### config.mk
export PLATFORM = sky130hd
export DESIGN_NAME = fetch_prefetch_buffer
export DESIGN_NICKNAME = d
export VERILOG_FILES = /design/src/rtl/fetch_prefetch_buffer.sv
export SDC_FILE = /design/constraint.sdc
export NUM_CORES = 1
export LEC_CHECK = 0
export ABC_AREA = 1
export BUFFER_PORTS_ARGS = -buffer_cell sky130_fd_sc_hd__buf_2
export CAP_MARGIN = 20
export CORE_MARGIN = 2
export CORE_UTILIZATION = 53
export CTS_CLUSTER_DIAMETER = 50
export CTS_CLUSTER_SIZE = 10
export DETAILED_ROUTE_END_ITERATION = 8
export PLACE_DENSITY = 0.76
export SLEW_MARGIN = 25
export SYNTH_ARGS = -nofsm -noshare
export SYNTH_HDL_FRONTEND = slang
export SYNTH_SLANG_ARGS = --single-unit
### constraint.sdc
create_clock -name clk -period 3.97 [get_ports clk]
set_clock_uncertainty 0.2 [all_clocks]
set_input_delay 0 -clock clk [delete_from_list [all_inputs] [get_ports clk]]
set_output_delay 0 -clock clk [all_outputs]
set_load 0.1 [all_outputs]
### src/rtl/fetch_prefetch_buffer.sv
// Instruction-fetch front end: issues sequential word fetches under a credit
// limit, queues returned words with their PCs in a small FIFO and presents the
// head to the core. A redirect flushes the queue, restarts fetch at the new PC
// and silently drops responses still in flight for the old stream.
module fetch_prefetch_buffer #(
  parameter int           DEPTH    = 4,
  parameter int           N        = 32,
  parameter logic [N-1:0] RESET_PC = '0
) (
  input  logic                   clk,
  input  logic                   rst,
  input  logic                   redirect,
  input  logic [N-1:0]           redirect_pc,
  output logic                   imem_req_valid,
  input  logic                   imem_req_ready,
  output logic [N-1:0]           imem_addr,
  input  logic                   imem_resp_valid,
  input  logic [N-1:0]           imem_resp_data,
  output logic                   inst_valid,
  input  logic                   inst_ready,
  output logic [N-1:0]           inst_data,
  output logic [N-1:0]           inst_pc,
  output logic [$clog2(DEPTH):0] occupancy
);

  localparam int AW = $clog2(DEPTH);
  localparam int CW = AW + 1;
  localparam logic [CW:0] DEPTH_EXT = (CW+1)'(DEPTH);

  typedef enum logic {FETCH, DISCARD} state_t;

  state_t        state_q, state_d;
  logic [N-1:0]  fetch_pc_q, fetch_pc_d;
  logic [N-1:0]  resp_pc_q, resp_pc_d;
  logic [CW-1:0] outstanding_q, outstanding_d;
  logic [CW-1:0] discard_q, discard_d;
  logic [CW-1:0] count_q, count_d;
  logic [AW-1:0] wr_ptr_q, wr_ptr_d;
  logic [AW-1:0] rd_ptr_q, rd_ptr_d;

  logic [N-1:0]  fifo_data [DEPTH];
  logic [N-1:0]  fifo_pc   [DEPTH];

  logic          req_acc;
  logic [CW:0]   credit_sum;
  logic [CW-1:0] stale;
  logic          push;
  logic          pop;

  // PC arithmetic wraps modulo 2^N.
  function automatic logic [N-1:0] pc_inc(input logic [N-1:0] pc);
    return pc + N'(4);
  endfunction

  assign imem_addr  = fetch_pc_q;
  assign occupancy  = count_q;
  assign inst_valid = (count_q != '0);
  assign inst_data  = inst_valid ? fifo_data[rd_ptr_q] : '0;
  assign inst_pc    = inst_valid ? fifo_pc[rd_ptr_q]   : '0;
  assign pop        = inst_valid && inst_ready;
  // Responses only enter the queue in FETCH; in the redirect cycle they are stale.
  assign push       = (state_q == FETCH) && imem_resp_valid && !redirect;

  // Request issue, credit accounting and FETCH/DISCARD next-state logic.
  always_comb begin
    credit_sum     = {1'b0, count_q} + {1'b0, outstanding_q};
    imem_req_valid = !rst && !redirect && (state_q == FETCH) && (credit_sum < DEPTH_EXT);
    req_acc        = imem_req_valid && imem_req_ready;
    stale          = outstanding_q + CW'(req_acc) - CW'(imem_resp_valid);
    state_d        = state_q;
    fetch_pc_d     = fetch_pc_q;
    resp_pc_d      = resp_pc_q;
    outstanding_d  = stale;
    discard_d      = discard_q;
    if (redirect) begin
      fetch_pc_d = redirect_pc;
      resp_pc_d  = redirect_pc;
      discard_d  = stale;
      state_d    = (stale != '0) ? DISCARD : FETCH;
    end else begin
      case (state_q)
        FETCH: begin
          if (req_acc)         fetch_pc_d = pc_inc(fetch_pc_q);
          if (imem_resp_valid) resp_pc_d  = pc_inc(resp_pc_q);
        end
        DISCARD: begin
          if (imem_resp_valid) discard_d = discard_q - CW'(1);
          if ((discard_q == '0) || (imem_resp_valid && (discard_q == CW'(1))))
            state_d = FETCH;
        end
        default: state_d = FETCH;
      endcase
    end
  end

  // FIFO pointer and occupancy update; a redirect empties the queue.
  always_comb begin
    wr_ptr_d = wr_ptr_q;
    rd_ptr_d = rd_ptr_q;
    count_d  = count_q;
    if (redirect) begin
      wr_ptr_d = '0;
      rd_ptr_d = '0;
      count_d  = '0;
    end else begin
      if (push) wr_ptr_d = wr_ptr_q + AW'(1);
      if (pop)  rd_ptr_d = rd_ptr_q + AW'(1);
      count_d = count_q + CW'(push) - CW'(pop);
    end
  end

  // Control state register with synchronous reset.
  always_ff @(posedge clk) begin
    if (rst) begin
      state_q       <= FETCH;
      fetch_pc_q    <= RESET_PC;
      resp_pc_q     <= RESET_PC;
      outstanding_q <= '0;
      discard_q     <= '0;
      count_q       <= '0;
      wr_ptr_q      <= '0;
      rd_ptr_q      <= '0;
    end else begin
      state_q       <= state_d;
      fetch_pc_q    <= fetch_pc_d;
      resp_pc_q     <= resp_pc_d;
      outstanding_q <= outstanding_d;
      discard_q     <= discard_d;
      count_q       <= count_d;
      wr_ptr_q      <= wr_ptr_d;
      rd_ptr_q      <= rd_ptr_d;
    end
  end

  // FIFO storage: instruction word and its PC, written at the tail.
  always_ff @(posedge clk) begin
    if (push) begin
      fifo_data[wr_ptr_q] <= imem_resp_data;
      fifo_pc[wr_ptr_q]   <= resp_pc_q;
    end
  end

  // The credit limit must keep responses from landing in a full queue.
  always_ff @(posedge clk) begin
    if (!rst) assert (!(push && !pop && (count_q == CW'(DEPTH))));
  end

endmodule
### Word level (Yosys, flattened, before mapping)

Memories as Yosys holds them, arrays and structs flattened. A register that Yosys moved wholly into a read port is not among the register bits.
Index checks and enable logic that the tools add are counted.

| cells by class | value |
|---|---|
| $lt $le $gt $ge | 1 |
| bitwise operators | 1 |
| eq/ne operators | 2 |
| muxes and demuxes | 21 |
| $add $sub $neg | 10 |
| reductions and logical operators | 21 |

Operators by type and width:

| operator | count |
|---|---|
| $mux W32 | 8 |
| $add A32 B3 Y32 const B | 2 |
| $mux W3 | 3 |
| $logic_and A1 B1 Y1 | 8 |
| $mux W2 | 4 |
| $add A3 B1 Y3 | 2 |
| $mux W1 | 6 |
| $reduce_and A2 Y1 | 3 |
| $reduce_bool A2 Y1 | 3 |
| $reduce_bool A3 Y1 | 2 |
| $sub A3 B1 Y3 | 2 |
| $add A2 B1 Y2 const B | 2 |
| $add A3 B3 Y4 | 1 |
| $lt A4 B3 Y1 const B | 1 |
| $eq A3 B1 Y1 const B | 1 |
| $logic_not A3 Y1 | 1 |
| $sub A3 B1 Y3 const B | 1 |
| $logic_not A1 Y1 | 2 |
| $ne A2 B2 Y1 const B | 1 |
| $reduce_or A2 Y1 | 1 |
| $logic_or A1 B1 Y1 | 1 |
| $not A1 Y1 | 1 |

| word-level totals | value |
|---|---|
| RAM bits | 256 |
| bits in registers | 78 |
| output and inout port bits | 101 |
| memories kept | 2 |
| input port bits | 70 |

Memory list:

| name | depth | bits a word | rd ports | clocked after Yosys merged registers in | wr ports | line | source |
|---|---|---|---|---|---|---|---|
| fifo_data | 4 | 32 | 1 | 1 | 1 | 41 | `logic [N-1:0] fifo_data [DEPTH];` |
| fifo_pc | 4 | 32 | 1 | 1 | 1 | 42 | `logic [N-1:0] fifo_pc [DEPTH];` |

### Depth between registers and ports, before layout

| depth | value |
|---|---|
| word-level depth | 10 |
| mapped depth | 13 |

### Least setup slack after synthesis

OpenSTA, ideal clock, no wires.

| timing path | value |
|---|---|
| kind | register -> register |
| start | reg state_q |
| end | mem fifo_data[0][0], enable pin |
| required time | 3.283 ns |
| buffers on the path | 0 |
| setup time | 0.487 ns |
| stages on the path, launching flop included | 4 |
| slack | -0.053 ns |
| clock period less this slack | 4.023 ns |
| data arrival time | 3.337 ns |
| cells stage by stage | dfxtp_1 > nor2_1 > nand2_1 > nor2_1 |

| between the ends | value |
|---|---|
| cells in the longest elaborated chain, start to end | 5 |

Ends and longest elaborated chain:

| item | line | source |
|---|---|---|
| start, declared | 32 | `state_t state_q, state_d;` |
| start signal, assigned | 124 | `state_q <= state_d;` |
| $not A1 Y1 | - |  |
| $logic_and A1 B1 Y1 (2 in series) | 62 | `assign push = (state_q == FETCH) && imem_resp_valid && !redirect;` |
| $mux W1 | 137 | `if (push) begin` |
| $mux W1 (not written as such) | 138 | `fifo_data[wr_ptr_q] <= imem_resp_data;` |
| end, declared | 41 |  |

Every way passes these cells.

==> results.py <==
metrics = {
    "routing": {
        "first_pass_iters": 5,
        "ant_nets": 0,
        "vias": 12206,
        "routed_wl_mm": 37.9,
        "route.detailed.drc": 0,
        "drtIter0Drc": 1026,
        "wl_per_cell_um": 17.1,
        "via_per_inst": 5.50,
    },
    "sta": {
        "rsz0062_at_grt": "false",
        "tightest_slew_ns": 0.978,
        "hold_viol_final": 0,
        "min_period_ns": 3.04,
        "setup_viol": 0,
        "fin_ws_ns": 0.934,
        "holdWs_ns": 0.0233,
        "final.setup.tns_ns": 0,
        "max_slew_margin": 0.348,
        "fin_crit_sh": 0.765,
        "drv_slew": 0,
        "fmax_ghz": 0.329,
    },
    "finish": {
        "area_growth_pct": 20.9,
        "drive_above_1_share": 0.144,
        "nNetsFinal": 1913,
        "num-fill-cells": 2156,
        "antennaDiodeCount": 0,
    },
    "power": {
        "combPwrFrac": 0.165,
        "total_power_w": 0.00912,
        "power.internal_w": 0.00644,
        "power.leakage_nw": 6.97,
        "pwr-share-clk": 0.381,
        "p_seq_frac": 0.454,
        "p_sw_w": 0.00269,
        "swShare": 0.294,
        "power.density_nw_per_um2": 503,
        "ir_drop_mv": 0.382,
    },
    "synthesis": {
        "ys.flop_type": "edfxtp_1",
        "ys_async_sr_fraction": 0,
        "synth_cell_types": 35,
        "ys_seq_elements": 336,
        "synth_edf_count": 256,
        "synth_most_common_cell": "nor2_1",
        "yosys-top-cells-count": "nor2_1 (382), nand2_1 (258), edfxtp_1 (256)",
        "yosys_warnings": 0,
        "syn_nets": 1689,
        "synthCells": 1602,
        "synth.avg_cell_area_um2": 9.37,
        "synth_area_leaders": "edfxtp_1 (51%), dfxtp_1 (11%), nor2_1 (9.6%)",
        "seq_area_frac_synth": 0.619,
        "yosysTopAreaCell": "edfxtp_1",
        "syn_area_um2": 15000,
        "yosysTopAreaCellShare": 0.512,
    },
    "floorplan": {
        "die_area_um2": 29700,
        "die_w_um": 172,
        "core_um2": 27900,
        "row_count": 61,
        "die_y_um": 172,
        "pin_count": 171,
        "start_util": 0.539,
    },
    "clocking": {
        "h-tree-depth": 2,
        "numCtsBuffers": 41,
        "cts_tree": "built",
        "clockBufferDepth": 3,
        "cts_root_buf": "clkbuf_16",
        "postCtsSetupBuffers": 0,
        "clock_latency_ns": 0.53,
        "cts.sinks": 336,
        "clk_pin_slew_worst_paths_ns": 0.05,
    },
    "outcome": {
        "run_status": "complete, no violations",
    },
    "critical_path": {
        "rrSetupSlack_ns": 1.05,
        "critPathKind": "register to primary output",
        "slowest_delay_ns": 0.54,
        "slowest_stage": "dfxtp_4",
        "required_ns": 3.77,
        "cp-end-kind": "primary output",
        "start_kind": "register",
        "worstPathCellList": "inv_2 > buf_4 > o21ai_0 > a21oi_1 > buf_2",
        "crit_fanout": 63,
        "worstPathArrival_ns": 2.84,
    },
    "global_route": {
        "first_global_vias": 11677,
        "grt_max_degree": 66,
        "grt_antenna_before_repair": 0,
        "grt-ovfl-total": 0,
        "grt_pass1_wl_mm": 59.1,
        "groute.usage.overall": 0.254,
    },
    "placed_design": {
        "io_buffer_count": 170,
        "dp_slack_ns": 1.08,
        "dp_hpwl_mm": 23.1,
        "gp_congestion": 0.925,
    },
    "flow_run": {
        "cap_violations": 0,
    },
    "min_path": {
        "hold_path_class": "input port to register",
    },
}
power by group through the flow:
stage | registers [W] | clock network [W] | logic, W
after global routing | 0.00416 | 0.00366 | 0.00161
after detailed placement | 0.00421 | 0 | 0.00144
after CTS | 0.00414 | 0.00352 | 0.00150
final | 0.00414 | 0.00348 | 0.00151
after floorplan | 0.00432 | 0 | 0.000992
after global placement | 0.00420 | 0 | 0.00142
critical path, delay by kind of cell (launching register included):
family / cells / cell delay [ns]
buf+inv: 3 / 1.25
flops: 1 / 0.54
compound gates: 2 / 0.46
metal layers:
layer  vias up  part of all wire  track usage
li1       5867                 -            -
met1      5771              0.42        0.329
met2       495              0.48        0.436
met3        73             0.077       0.0435
met4         0             0.024       0.0811
met5         -                 0            0
registers in the layout (all words and copies together) (netlist names), named ones only:
signal         flops
fifo_data        128
fifo_pc          128
imem_addr         32
resp_pc_q         32
discard_q          3
occupancy          3
outstanding_q      3
rd_ptr_q           2
wr_ptr_q           2
state_q            1
area by class of cell:
class | count | area (um^2) | area share
flip-flops and latches | 336 | 9290 | 0.512
multi-input cells | 1101 | 5090 | 0.280
repair buffers | 257 | 1720 | 0.0949
clock buffers | 51 | 1090 | 0.0603
well taps | 378 | 473 | 0.0261
inverters | 89 | 335 | 0.0185
clock inverters | 7 | 140 | 0.00772
layout by cell type (no fill, tap or decap), types with 3 or more instances in the layout:
| cell type | instances |
|---|---|
| buf_12 | 3 |
| o21ai_0 | 194 |
| buf_4 | 12 |
| nand3b_1 | 9 |
| edfxtp_1 | 256 |
| nand3_1 | 48 |
| inv_1 | 83 |
| ha_1 | 15 |
| clkbuf_1 | 8 |
| xor2_1 | 12 |
| nor2_1 | 378 |
| o21ai_2 | 3 |
| dfxtp_1 | 78 |
| clkbuf_16 | 42 |
| dlygate4sd3_1 | 72 |
| inv_2 | 5 |
| buf_2 | 170 |
| nor2_4 | 4 |
| a21oi_1 | 132 |
| o21ai_1 | 3 |
| bufinv_16 | 3 |
| nand2_1 | 258 |
| a31oi_1 | 15 |
| nand4_1 | 3 |
| or2_2 | 7 |
final timing paths:
kind                                   endpoint              start  cells after the start
worst max-delay path                 inst_pc[9]           register                      5
worst min-delay path            fifo_data[2][0]  imem_resp_data[0]                      2
worst max register to register     discard_q[1]       occupancy[2]                     13
worst min register to register     imem_addr[0]       imem_addr[0]                      2
per-stage QoR:
step / std cells / util / area (um^2)
after floorplan: 1602 / - / 15000
final: 2219 / 0.651 / 18100
after global placement: 2089 / 0.581 / 16200
after CTS: 2219 / 0.651 / 18100
after global routing: 2219 / 0.651 / 18100
after detailed placement: 2089 / 0.581 / 16200
cells by family (layout without fill, tap and decap cells):
kind of cell	count (synthesis)	count (layout)	share of synthesized area
AO/OA/AOI/OAI	354	354	0.121
XOR/XNOR	14	14	0.00817
adder cells (fa/ha/maj)	17	17	0.0152
buffers and inverters	165	404	0.0448
flip-flops	336	336	0.619
AND/OR/NAND/NOR	716	716	0.192
timing repair:
| action | in CTS | in global routing |
|---|---|---|
| endpoints found under the setup margin | 0 | 0 |
| resized for setup | 0 | 0 |
| hold endpoints to repair | 205 | 0 |
| hold buffers | 72 | 0 |
Power figures use the tool's default switching activity.
